`config.mk`:
```
export PLATFORM = sky130hd
export DESIGN_NAME = led_indicator_flat
export DESIGN_NICKNAME = d
export VERILOG_FILES = /design/src/rtl/led_indicator_pkg.sv /design/src/rtl/led_indicator_if.sv /design/src/rtl/led_channel.sv /design/src/rtl/led_indicator.sv /design/src/flat_wrapper.sv
export SDC_FILE = /design/constraint.sdc
export NUM_CORES = 1
export LEC_CHECK = 0
export BUFFER_PORTS_ARGS = -buffer_cell sky130_fd_sc_hd__buf_4
export CORE_ASPECT_RATIO = 0.9
export CORE_MARGIN = 5
export CORE_UTILIZATION = 36
export DETAILED_ROUTE_END_ITERATION = 16
export HOLD_SLACK_MARGIN = 0.15
export PLACE_DENSITY = 0.63
export SLEW_MARGIN = 20
export SYNTH_ARGS = -nofsm -noshare
export SYNTH_HDL_FRONTEND = slang
export SYNTH_SLANG_ARGS = --single-unit
```
`constraint.sdc`:
```
create_clock -name clk_i -period 6 [get_ports clk_i]
set_input_delay 1.2 -clock clk_i [delete_from_list [all_inputs] [get_ports clk_i]]
set_output_delay 1.2 -clock clk_i [all_outputs]
set_load 0.005 [all_outputs]
```
`src/rtl/led_indicator_pkg.sv`:
```
// rtl/led_indicator_pkg.sv - shared mode encoding and PWM width for the LED driver
package led_indicator_pkg;

   typedef enum logic [1:0] {
      LED_OFF   = 2'b00,
      LED_ON    = 2'b01,
      LED_BLINK = 2'b10,
      LED_FLASH = 2'b11
   } led_mode_t;

   localparam int PWM_W = 8;

endpackage

```
`src/rtl/led_indicator_if.sv`:
```
// rtl/led_indicator_if.sv - control/drive signal bundle between control logic and the LED driver
interface led_indicator_if #(
   parameter int NUM = 4
);
   import led_indicator_pkg::*;

   logic [2*NUM-1:0] mode_i;
   logic [NUM-1:0]   trig_i;
   logic [PWM_W-1:0] duty_i;
   logic [NUM-1:0]   led_no;
   logic             tick_o;

   modport master (output mode_i, output trig_i, output duty_i, input led_no, input tick_o);
   modport slave  (input mode_i, input trig_i, input duty_i, output led_no, output tick_o);

endinterface

```
`src/rtl/led_channel.sv`:
```
// rtl/led_channel.sv - one LED channel: flash remaining counter and registered active-low drive
module led_channel
   import led_indicator_pkg::*;
#(
   parameter int FLASH_TICKS = 2
) (
   input  logic      clk_i,
   input  logic      rst_ni,
   input  led_mode_t mode,
   input  logic      trig,
   input  logic      tick,
   input  logic      phase_nxt,
   input  logic      pwm_ok,
   output logic      led_no
);

   localparam int RW = $clog2(FLASH_TICKS + 1);

   logic [RW-1:0] rem_q;
   logic [RW-1:0] rem_d;
   logic          lit;

   always_ff @(posedge clk_i or negedge rst_ni) begin
      if (!rst_ni) begin
         rem_q  <= '0;
         led_no <= 1'b1;
      end else begin
         rem_q  <= rem_d;
         led_no <= ~lit;
      end
   end

   // A trigger beats a same-cycle tick so the flash always gets its full reload.
   always_comb begin
      rem_d = rem_q;
      if (mode != LED_FLASH)
         rem_d = '0;
      else if (trig)
         rem_d = RW'(FLASH_TICKS);
      else if (tick && rem_q != '0)
         rem_d = rem_q - RW'(1);
   end

   always_comb begin
      lit = 1'b0;
      unique case (mode)
         LED_OFF:   lit = 1'b0;
         LED_ON:    lit = 1'b1;
         LED_BLINK: lit = phase_nxt;
         LED_FLASH: lit = (rem_d != '0);
         default:   lit = 1'b0;
      endcase
      lit = lit & pwm_ok;
   end

endmodule

```
`src/rtl/led_indicator.sv`:
```
// rtl/led_indicator.sv - LED driver top: shared prescaler, blink phase, optional PWM (LED_PWM_EN)
module led_indicator
   import led_indicator_pkg::*;
#(
   parameter int NUM         = 4,
   parameter int DIV         = 4000000,
   parameter int FLASH_TICKS = 2
) (
   input  logic           clk_i,
   input  logic           rst_ni,
   led_indicator_if.slave bus
);

   localparam int CW = (DIV > 1) ? $clog2(DIV) : 1;

   logic [CW-1:0] cnt_q;
   logic          tick;
   logic          phase_q;
   logic          phase_nxt;
   logic          pwm_ok;

   assign tick      = (cnt_q == CW'(DIV - 1));
   assign phase_nxt = phase_q ^ tick;

   always_ff @(posedge clk_i or negedge rst_ni) begin
      if (!rst_ni) begin
         cnt_q      <= '0;
         phase_q    <= 1'b0;
         bus.tick_o <= 1'b0;
      end else begin
         cnt_q      <= tick ? '0 : cnt_q + CW'(1);
         phase_q    <= phase_nxt;
         bus.tick_o <= tick;
      end
   end

`ifdef LED_PWM_EN
   logic [PWM_W-1:0] pwm_q;

   always_ff @(posedge clk_i or negedge rst_ni) begin
      if (!rst_ni)
         pwm_q <= '0;
      else
         pwm_q <= pwm_q + PWM_W'(1);
   end

   assign pwm_ok = (pwm_q < bus.duty_i);
`else
   logic unused_duty;

   assign unused_duty = ^bus.duty_i;
   assign pwm_ok      = 1'b1;
`endif

   for (genvar i = 0; i < NUM; i++) begin : g_ch
      led_channel #(
         .FLASH_TICKS(FLASH_TICKS)
      ) u_ch (
         .clk_i    (clk_i),
         .rst_ni   (rst_ni),
         .mode     (led_mode_t'(bus.mode_i[2*i +: 2])),
         .trig     (bus.trig_i[i]),
         .tick     (tick),
         .phase_nxt(phase_nxt),
         .pwm_ok   (pwm_ok),
         .led_no   (bus.led_no[i])
      );
   end

endmodule

```
`src/flat_wrapper.sv`:
```
// flat-port wrapper written by rule: the top's interface ports become plain ports
module led_indicator_flat import led_indicator_pkg::*;
#(
   parameter int NUM         = 4,
   parameter int DIV         = 4000000,
   parameter int FLASH_TICKS = 2
)
  (clk_i, rst_ni, bus_mode_i, bus_trig_i, bus_duty_i, bus_led_no, bus_tick_o);
  led_indicator_if #(.NUM(NUM)) bus_i ();
  input  logic clk_i;
  input  logic rst_ni;
  input wire logic [$bits(bus_i.mode_i)-1:0] bus_mode_i;
  input wire logic [$bits(bus_i.trig_i)-1:0] bus_trig_i;
  input wire logic [$bits(bus_i.duty_i)-1:0] bus_duty_i;
  output wire logic [$bits(bus_i.led_no)-1:0] bus_led_no;
  output wire logic [$bits(bus_i.tick_o)-1:0] bus_tick_o;
  assign bus_i.mode_i = bus_mode_i;
  assign bus_i.trig_i = bus_trig_i;
  assign bus_i.duty_i = bus_duty_i;
  assign bus_led_no = bus_i.led_no;
  assign bus_tick_o = bus_i.tick_o;
  led_indicator #(.NUM(NUM), .DIV(DIV), .FLASH_TICKS(FLASH_TICKS)) u_core (.clk_i(clk_i), .rst_ni(rst_ni), .bus(bus_i));
endmodule
```
==> results of run 1 <==
layout make-up:
class                   instances  area, µm²
fillers                       556       3301
multi-input cells             165       1092
repair buffers                 18      135.1
inverters                      16      60.06
well taps                      70      87.58
flip-flops and latches         36      905.9
clock buffers                   5      68.82
clock inverters                 3      42.54
metal layers:
layer | routed length (µm) | track usage [%] | share of wire (%)
met2 | 1972 | 18.09 | 44
met3 | 238 | 4.973 | 5.3
met1 | 2209 | 16.59 | 49
met5 | 0 | 0 | 0
met4 | 49 | 4.400 | 1.1
logic make-up after synthesis:
family	after synthesis	share of synthesized area, %
AOI/OAI and AO/OA	41	13.08
buffers and inverters	27	5.892
adders and majority gates	5	2.946
DFF	36	42.66
xor gates and xnor gates	15	6.188
and+or+nand+nor	102	28.29
muxes	2	0.9429
state kept, by name, summed over array words and instances (netlist names):
register,flops
u_core.g_ch.u_ch.led_no,4
u_core.cnt_q,22
u_core.bus.tick_o,1
u_core.g_ch.u_ch.rem_q,8
u_core.phase_q,1
cell usage after synthesis (all sizes together), types with 4 or more instances:
cell type | number | area [µm²]
buf | 7 | 50.04
nand4b | 4 | 35.03
and2 | 4 | 25.02
a211oi | 4 | 30.03
o311ai | 4 | 35.03
or3 | 8 | 50.05
dfstp | 4 | 105.1
ha | 5 | 62.56
nand2 | 17 | 63.81
nand3 | 9 | 45.04
nand4 | 6 | 37.54
dfrtp | 32 | 800.8
nor3 | 7 | 35.03
nor2 | 14 | 52.55
or4 | 5 | 41.29
o41ai | 4 | 35.03
xor2 | 7 | 61.31
a21oi | 7 | 35.03
o21ai | 11 | 55.05
inv | 16 | 60.06
o2111ai | 4 | 35.03
nand3b | 4 | 30.03
o31ai | 7 | 52.55
clkbuf | 4 | 15.01
xnor2 | 8 | 70.07
nor4 | 6 | 37.54
cell usage in the layout (no fill, tap or decap), types with 2 or more instances in the layout:
cell	netlist	layout
ha_1	5	5
xnor2_1	8	8
nand3_1	9	9
dfrtp_1	32	32
mux2i_1	2	2
nand3b_1	4	4
nor2_1	14	14
xor2_1	7	7
inv_1	16	16
buf_4	4	18
o2111ai_1	4	4
nand2_1	17	17
o41ai_1	4	4
clkbuf_8	0	5
nor4_1	6	6
and2_1	4	4
a21oi_1	7	7
and4_1	3	3
or4_1	4	4
o21ai_0	11	11
a211oi_1	4	4
nand4b_1	4	4
nand2b_1	3	3
and3_1	3	3
or3_1	8	8
dfstp_2	4	4
nand4_1	6	6
nor3_1	7	7
o311ai_1	4	4
o31ai_1	7	7
path summary, 6_finish.rpt:
kind	slack [ps]	startpoint	end	cells after the start
setup / recovery	3410	u_core.cnt_q[0]$_DFF_PN0_	u_core.phase_q$_DFF_PN0_	5
hold / removal	520	u_core.cnt_q[4]$_DFF_PN0_	u_core.cnt_q[4]$_DFF_PN0_	1
max in group asynchronous	4810	rst_ni	u_core.g_ch[0].u_ch.led_no$_DFF_PN1_	1
hold reg to reg	520	u_core.cnt_q[4]$_DFF_PN0_	u_core.cnt_q[4]$_DFF_PN0_	1
min in group asynchronous	850	rst_ni	u_core.g_ch[3].u_ch.rem_q[0]$_DFF_PN0_	1
setup reg to reg	3410	u_core.cnt_q[0]$_DFF_PN0_	u_core.phase_q$_DFF_PN0_	5
report_power, final:
group / internal (mW) / switching [mW] / total (mW)
Combinational: 0.0132 / 0.0148 / 0.0280
Clock: 0.123 / 0.0933 / 0.216
Sequential: 0.247 / 0.00130 / 0.248
Total: 0.383 / 0.109 / 0.492
stage by stage:
step	util, %	cells
global placement	40.07	305
floorplan	-	228
global route	42.02	313
CTS	42.02	313
detailed placement	40.07	305
finish	42.02	313
==> results.md, run 1 <==
- Overall Power: 492.4 µW
- CP max stage cell: nor2_1
- Final ANT Viol Nets: 0
- Final hold violation count: 0
- CP max stage delay: 790 ps
- EDFF count, synth: 0
- Cell area after layout: roughly 0.0024 mm²
- DR vias/cell: roughly 5.5
- Largest delay contributor family on the critical path: simple AND/OR/NAND/NOR gates
- Unique cell type count in the Yosys netlist: 43
- Tmin final: 2590 ps
- CTS root buffer: clkbuf_8
- WS Path Type: flip-flop to flip-flop
- Fin worst setup slack: ~3400 ps
- FFs w/ async S/R, synth: 100.0%
- Dpl hpwl: 3098 µm
- Antenna diodes: 0
- Clock Latency Late Sink: 300 ps
- Slew HR: a little over two fifths
- Post_cts resized: 0
- Slew @ Worst Pin: between 800 and 900 ps
- Routed WL per cell: ~14 µm
- Setup tns final: 0 ps
- Vias in the first global route: approximately 1.7k
- Layout cells sized above 1: 13.17%
- Rows: 26
- Unrepaired setup endpoints after global routing: false
- First-pass GRT wire length: a little under 8000 µm
- HP Class: flip-flop to flip-flop
- Die width: a little over 90 µm
- Largest net degree at the start of global routing: 37
- Max-cap violation count: 0
- Startpoint Class: flip-flop
- Seq/Total Area, Yosys: 42.66%
- Max Buffers Root-to-Sink: 2
- Mapped Avg Cell Area: 9.313 µm²
- Worst Hold Margin: 517.5 ps
- Top Ports: 27
- GPL Wtd Cong: ~0.85
- Die Span Y: 82.86 µm
- Initial Util: 37.30%
- Worst VDD drop: approximately 0.098 mV
- Via Count: 1,731
- FMAX: 386.1 MHz
- CP Capture Type: flip-flop
- Final setup violation count: 0
- Mapped Area: 0.002123 mm²
- Gate Count Post-Synth: 228
- Syn. warnings: 0
- Iteration-0 DRC Markers: 74
- Crit-path cells: ha_1 -> and3_1 -> nand2_1 -> nor2_1 -> xor2_1
- # nets final: 269
- Clk_skew: 9.504 ps
- Post-CTS Setup Inserts: 0
- Routed WL: 4470 µm
- IO Port Bufs: 18
- Cts bufs inserted: 5
- Mapped Nets: 255
- Synthesis-to-finish area growth: 12.67%
- Dpl cell area: 0.002281 mm²
- Period utilization: between 40% and 50%
- Synthesis-stage register bit count: 36
- GRT Overall Usage: 12.41%
- H-tree levels: 2
- DP Worst Slack: between 3000 and 4000 ps
- Clock Sinks: 36
- Ys flop type: dfrtp_1
- Clock-pin slew on the worst setup and hold paths: around 80 ps
- Crit path required time: 6140 ps
- TritonRoute pass-1 iters: 4
- Worst-path fanout max: 19
- Critical path buffers and inverters: 0
- TritonCTS clock tree: built
- Residual DRC count: 0
- Power Density: 205.8 mW/mm²
- Outcome: completed
- Hold buffer count at CTS: 0
- LEAKAGE: around 0.92 nW
- Final Slew Violations: 0
- WP data arrival: 2730 ps
- Die Area: around 0.0075 mm²
- Core ar.: 0.005693 mm²
- Total grt overflow: 0
- Initial antenna violation count: 0
No activity file was read; power rests on OpenSTA's default activity.
==> inputs of run 2 (changes only) <==
--- a/config.mk
+++ b/config.mk
@@ -5,13 +5,14 @@
 export SDC_FILE = /design/constraint.sdc
 export NUM_CORES = 1
 export LEC_CHECK = 0
+export ABC_AREA = 1
 export BUFFER_PORTS_ARGS = -buffer_cell sky130_fd_sc_hd__buf_4
 export CORE_ASPECT_RATIO = 0.9
 export CORE_MARGIN = 5
 export CORE_UTILIZATION = 36
 export DETAILED_ROUTE_END_ITERATION = 16
 export HOLD_SLACK_MARGIN = 0.15
-export PLACE_DENSITY = 0.63
+export PLACE_DENSITY = 0.65
 export SLEW_MARGIN = 20
 export SYNTH_ARGS = -nofsm -noshare
 export SYNTH_HDL_FRONTEND = slang
==> constraint.sdc (replaced) <==
create_clock -name clk_i -period 2.15 [get_ports clk_i]
set_input_delay 0.43 -clock clk_i [delete_from_list [all_inputs] [get_ports clk_i]]
set_output_delay 0.43 -clock clk_i [all_outputs]
set_load 0.005 [all_outputs]
==> results.md, run 2 <==
- Synth top area cells: dfrtp_1 (37%), inv_1 (11%), nand2_1 (10%)
- Reg with most FFs: u_core.cnt_q
- Routed WL: 4117 µm
- Max-cap violation count: 0
- Fraction of the mapped netlist area in simple logic gates: 35.55%
- Compound-cell area share of the yosys netlist: under 10%
- DP Worst Slack: roughly 340 ps
- Worst Setup SP: u_core.cnt_q[0]$_DFF_PN0_
- R2R depth: 9
- Final setup violation count: 0
- Antenna diodes: 0
- Commonest non-fill, non-tap cell in the layout: inv_1
- Footprint of the multi-input gates: 977.2 µm²
- FFs w/ async S/R, synth: 100.0%
- Synth cell count leaders: inv_1 (61), nand2_1 (59), nor2_1 (35)
- Dpl cell area: ~0.0023 mm²
- Die Span Y: 83.56 µm
- Synthesis-to-finish area growth: 13.99%
- Largest family of logic cells by synthesized area: simple AND/OR/NAND/NOR gates
- Max reg flops: 22
- Most common cell in the synthesized netlist: inv_1
- Worst r2r src: u_core.cnt_q[0]$_DFF_PN0_
- # nets final: 338
- Max Buffers Root-to-Sink: 2
- Setup tns final: 0 ps
- GPL Wtd Cong: 0.8192
- Vias in the first global route: 1,810
- Gate Count Post-Synth: 290
- Clock Latency Late Sink: 300 ps
- Seq/Total Area, Yosys: 41.85%
- Fin worst setup slack: ~350 ps
- Outcome: completed
- Initial Util: 37.59%
- Via Count: 1,727
- Reg2reg end: u_core.cnt_q[18]$_DFF_PN0_
- Die Area: 0.007665 mm²
- Ys flop type: dfrtp_1
- Mapped Nets: 317
- Cts bufs inserted: 5
- CTS root buffer: clkbuf_8
- Period utilization: 83.50%
- Synth Area in Adders: 2.890%
- Tmin final: 1795 ps
- Crit path required time: around 2300 ps
- TritonCTS clock tree: built
- Final ANT Viol Nets: 0
- CP Capture Type: flip-flop
- Largest net degree at the start of global routing: 37
- Residual DRC count: 0
- Slew HR: 69.67%
- Startpoint Class: flip-flop
- Rows: 26
- Final Slew Violations: 0
- Unrepaired setup endpoints after global routing: false
- WP data arrival: 1980 ps
- Clk_skew: 7.598 ps
- EDFF count, synth: 0
- FMAX: 557.1 MHz
- Unique cell type count in the Yosys netlist: 30
- GRT Overall Usage: 12.20%
- Core ar.: roughly 0.0058 mm²
- First-pass GRT wire length: 7645 µm
- Cell area after layout: 0.002467 mm²
- Routed WL per cell: about 11 µm
- WS Path Type: flip-flop to flip-flop
- Setup crit end: u_core.cnt_q[18]$_DFF_PN0_
- Reg area: 905.9 µm²
- Initial antenna violation count: 0
- Die width: 91.74 µm
- Synth area leader: dfrtp_1
- Slew @ Worst Pin: 455.0 ps
- Fill count: 579
- Worst-path fanout max: 17
- Multiplexer share of the synthesized area: 0%
- Power Density: 557.8 mW/mm²
- Final hold violation count: 0
- XOR/XNOR Fraction of Synth Area: about 2.0%
- Worst VDD drop: 0.2276 mV
- Synthesis-stage register bit count: 36
- Syn. warnings: 0
- Clock-pin slew on the worst setup and hold paths: 80 ps
- Top Ports: 27
- H-tree levels: 2
- Layout cells sized above 1: 17.95%
- Iteration-0 DRC Markers: 87
- HP Class: input port to flip-flop
- TritonRoute pass-1 iters: 4
- Most frequent cells in the layout: inv_1 (61), nand2_1 (59), nor2_1 (35)
- Clock Sinks: 36
- LEAKAGE: 1.316 nW
- Largest regs: u_core.cnt_q x22, u_core.g_ch.u_ch.rem_q x8, u_core.g_ch.u_ch.led_no x4
- Mapped Avg Cell Area: roughly 7.5 µm²
- Dpl hpwl: 3136 µm
- R2R setup slack: about 350 ps
- DR vias/cell: between 4 and 5
- Mapped Area: 0.002165 mm²
- Total grt overflow: 0
- Area share of the largest cell type after synthesis: about 37%
- IO Port Bufs: 18
- Post_cts resized: 0
[run 2: changes by cell type after synthesis, sizes merged, moves of 6 or more]
cell / previous run / this run
inv: 16 / 64
nand2: 17 / 65
nand3: 9 / 20
nor2: 14 / 41
nor4: 6 / 0
o31ai: 7 / 0
or3: 8 / 0
xnor2: 8 / 0
[run 2: worst min path at each step]
| stage | start | endpoint | slack (ps) | cells after the start |
|---|---|---|---|---|
| after floorplan | rst_ni | u_core.bus.tick_o$_DFF_PN0_ | 130 | 0 |
| after global placement | rst_ni | u_core.cnt_q[16]$_DFF_PN0_ | 420 | 1 |
| after detailed placement | rst_ni | u_core.cnt_q[14]$_DFF_PN0_ | 420 | 1 |
| after CTS | bus_mode_i[5] | u_core.g_ch[2].u_ch.led_no$_DFF_PN1_ | 340 | 3 |
| after global routing | bus_mode_i[5] | u_core.g_ch[2].u_ch.led_no$_DFF_PN1_ | 360 | 3 |
| final | bus_mode_i[5] | u_core.g_ch[2].u_ch.led_no$_DFF_PN1_ | 350 | 3 |
[run 2: layer usage]
metal	part of all wire, %	track usage (%)
met4	1.9	4.858
met2	43	19.44
met1	51	15.79
met3	3.2	3.066
met5	0	0
[run 2: cell type report]
type                    count  area share [%]
clock buffers               5           2.789
clock inverters             3           1.724
multi-input cells         185           39.60
repair buffers             19           5.882
inverters                  64           9.736
well taps                  70           3.550
flip-flops and latches     36           36.71
[run 2: power by group]
part	switching (mW)	internal (mW)
Sequential	0.00360	0.691
Clock	0.255	0.343
Combinational	0.0436	0.0403
[run 2: timing repair]
item                      CTS  global route
hold endpoints to repair   32             0
hold buffers                1             0
buffers inserted            0             0
[run 2: through the flow]
| stage | power [mW] | hold slack [ps] | std cells | util (%) |
|---|---|---|---|---|
| floorplan | 0.7496 | 134.4 | 290 | - |
| global placement | 0.7901 | 418.4 | 373 | 40.74 |
| detailed placement | 0.7921 | 421.9 | 373 | 40.74 |
| CTS | 1.399 | 340.2 | 382 | 42.85 |
| global route | 1.444 | 357.8 | 382 | 42.85 |
| finish | 1.376 | 350.0 | 382 | 42.85 |
[run 2: logic make-up (layout without fill, tap and decap cells)]
logic type                 count (synthesis)  count (layout)
and+or+nand+nor                          156             156
AOI/OAI and AO/OA                         19              19
xor gates and xnor gates                   5               5
buffers and inverters                     69              91
DFF                                       36              36
adders and majority gates                  5               5
[run 2: worst max-delay path: stages, from the launching register on]
cell and delay [ps]:
dfrtp_1 350, ha_1 170, nand2_1 50, inv_1 80
nand2_2 140, nor2_8 290, nand2_2 130, nor3_2 220
and3_1 210, nor3_2 40
==> inputs of run 3 (changes only) <==
--- a/config.mk
+++ b/config.mk
@@ -5,7 +5,7 @@
 export SDC_FILE = /design/constraint.sdc
 export NUM_CORES = 1
 export LEC_CHECK = 0
-export ABC_AREA = 1
+export ABC_AREA = 0
 export BUFFER_PORTS_ARGS = -buffer_cell sky130_fd_sc_hd__buf_4
 export CORE_ASPECT_RATIO = 0.9
 export CORE_MARGIN = 5
==> constraint.sdc (replaced) <==
create_clock -name clk_i -period 1.6 [get_ports clk_i]
set_input_delay 0.32 -clock clk_i [delete_from_list [all_inputs] [get_ports clk_i]]
set_output_delay 0.32 -clock clk_i [all_outputs]
set_load 0.005 [all_outputs]
==> results.md, run 3 (synthesized netlist as in run 1, its figures left out) <==
- WP data arrival: 2450 ps
- Clk_skew: 7.386 ps
- Failing checks: negative setup slack
- Setup tns final: -7488 ps
- Max-cap violation count: 0
- Synthesis-to-finish area growth: 47.38%
- Placed insts: 352
- TritonCTS clock tree: built
- Residual DRC count: 0
- Crit-path cells: or4bb_4 -> or4_4 -> buf_6 -> or2_4 -> o311ai_4
- Overall Power: 1.718 mW
- Rows: 26
- LEAKAGE: 1.320 nW
- Final ANT Viol Nets: 0
- Die Span Y: 82.86 µm
- Final core occ: a little over half
- Initial antenna violation count: 0
- Core ar.: 0.005693 mm²
- Max Buffers Root-to-Sink: 2
- Via Count: 2,069
- GRT Overall Usage: between 10% and 20%
- Layout cells sized above 1: 43.85%
- CP Capture Type: flip-flop
- Fin worst setup slack: -637.5 ps
- Worst r2r src: u_core.cnt_q[14]$_DFF_PN0_
- Startpoint Class: flip-flop
- Period utilization: 139.8%
- Commonest non-fill, non-tap cell in the layout: buf_4
- Cts bufs inserted: 5
- Iteration-0 DRC Markers: 90
- Tmin final: 2237 ps
- CTS root buffer: clkbuf_8
- First-pass GRT wire length: between 9000 and 10,000 µm
- Top Ports: 27
- Hold Path Cell Cnt: 3
- R2R setup slack: -640 ps
- DP Worst Slack: -736.5 ps
- Antenna diodes: 0
- Reg2reg end: u_core.g_ch[3].u_ch.led_no$_DFF_PN1_
- Vias in the first global route: roughly 1.9k
- Clock Latency Late Sink: 300 ps
- HP Class: input port to flip-flop
- Final setup violation count: 25
- Slew HR: 69.65%
- DR vias/cell: 5.577
- Slew @ Worst Pin: ~460 ps
- Die Area: roughly 0.0075 mm²
- Crit path required time: 1810 ps
- Max reg flops: 22
- Largest delay contributor family on the critical path: simple AND/OR/NAND/NOR gates
- Clock-pin slew on the worst setup and hold paths: 80 ps
- Largest regs: u_core.cnt_q x22, u_core.g_ch.u_ch.rem_q x8, u_core.g_ch.u_ch.led_no x4
- Worst VDD drop: 0.3433 mV
- Outcome: finished with violations
- Total grt overflow: 0
- Reg with most FFs: u_core.cnt_q
- Largest net degree at the start of global routing: 37
- Power Density: about 550 mW/mm²
- Setup crit end: u_core.g_ch[3].u_ch.led_no$_DFF_PN1_
- CP max stage delay: 600 ps
- CP max stage cell: or4_4
- # nets final: roughly 330
- TritonRoute pass-1 iters: 4
- WS Path Type: flip-flop to flip-flop
- IO Port Bufs: 18
- Routed WL: 5775 µm
- Critical path buffers and inverters: 1
- Most frequent cells in the layout: buf_4 (62), dfrtp_1 (31), inv_1 (16), nand2_1 (16), buf_6 (11)
- WP depth: 5
- Clock Sinks: 36
- Worst-path fanout max: 6
- Routed WL per cell: around 16 µm
- FMAX: approximately 450 MHz
- Die width: 90.95 µm
- Worst Setup SP: u_core.cnt_q[14]$_DFF_PN0_
- Final hold violation count: 0
- Dpl hpwl: 3708 µm
- R2R depth: 5
- Final Slew Violations: 0
- H-tree levels: 2
- GPL Wtd Cong: approximately 0.9
- Non-Filler Instances: 371
- Unrepaired setup endpoints after global routing: true
- Initial Util: 37.30%
-- run 3: layout make-up --
class	count	area [µm²]
Fill cell	486	2564
Clock inverter	3	18.77
Timing Repair Buffer	75	604.3
Tap cell	70	87.58
Sequential cell	36	907.1
Multi-Input combinational cell	166	1383
Inverter	16	60.06
Clock buffer	5	68.82
-- run 3: how the worst min path moves through the flow --
stage                  startpoint                                     end
floorplan                  rst_ni             u_core.bus.tick_o$_DFF_PN0_
global placement           rst_ni  u_core.g_ch[2].u_ch.rem_q[0]$_DFF_PN0_
detailed placement         rst_ni  u_core.g_ch[2].u_ch.rem_q[0]$_DFF_PN0_
CTS                 bus_mode_i[6]  u_core.g_ch[3].u_ch.rem_q[1]$_DFF_PN0_
global route        bus_mode_i[6]  u_core.g_ch[3].u_ch.rem_q[1]$_DFF_PN0_
finish              bus_mode_i[6]  u_core.g_ch[3].u_ch.rem_q[1]$_DFF_PN0_
-- run 3: metal layers --
metal,global-route usage (%),vias up,wire length (µm)
met5,0,-,0
met2,22.28,59,2817
met1,21.14,1004,2506
li1,-,994,-
met4,3.333,0,90
met3,3.617,12,360
-- run 3: worst min-delay path: stages --
cell and delay, ps:
buf_4 120, nand2_1 60, a211oi_1 40
-- run 3: through the flow --
stage / cell area (µm²) / hold slack, ps
final: 3129 / 268.2
after global placement: 2644 / 299.3
after floorplan: 2147 / 24.41
after CTS: 2917 / 266.0
after global routing: 3129 / 270.5
after detailed placement: 2644 / 303.3
-- run 3: report_power, final --
| part | switching (mW) | internal, mW | total (mW) |
|---|---|---|---|
| Sequential | 0.00543 | 0.925 | 0.931 |
| Clock | 0.354 | 0.303 | 0.657 |
| Combinational | 0.0693 | 0.0603 | 0.130 |
-- run 3: repair_timing --
action                     CTS  global route
pin swaps                   13            14
hold buffers                 1             0
hold endpoints to repair    32             0
gates resized for setup     24            39
setup buffers                7             4
gates cloned                 2             0
setup endpoints to repair   18            31
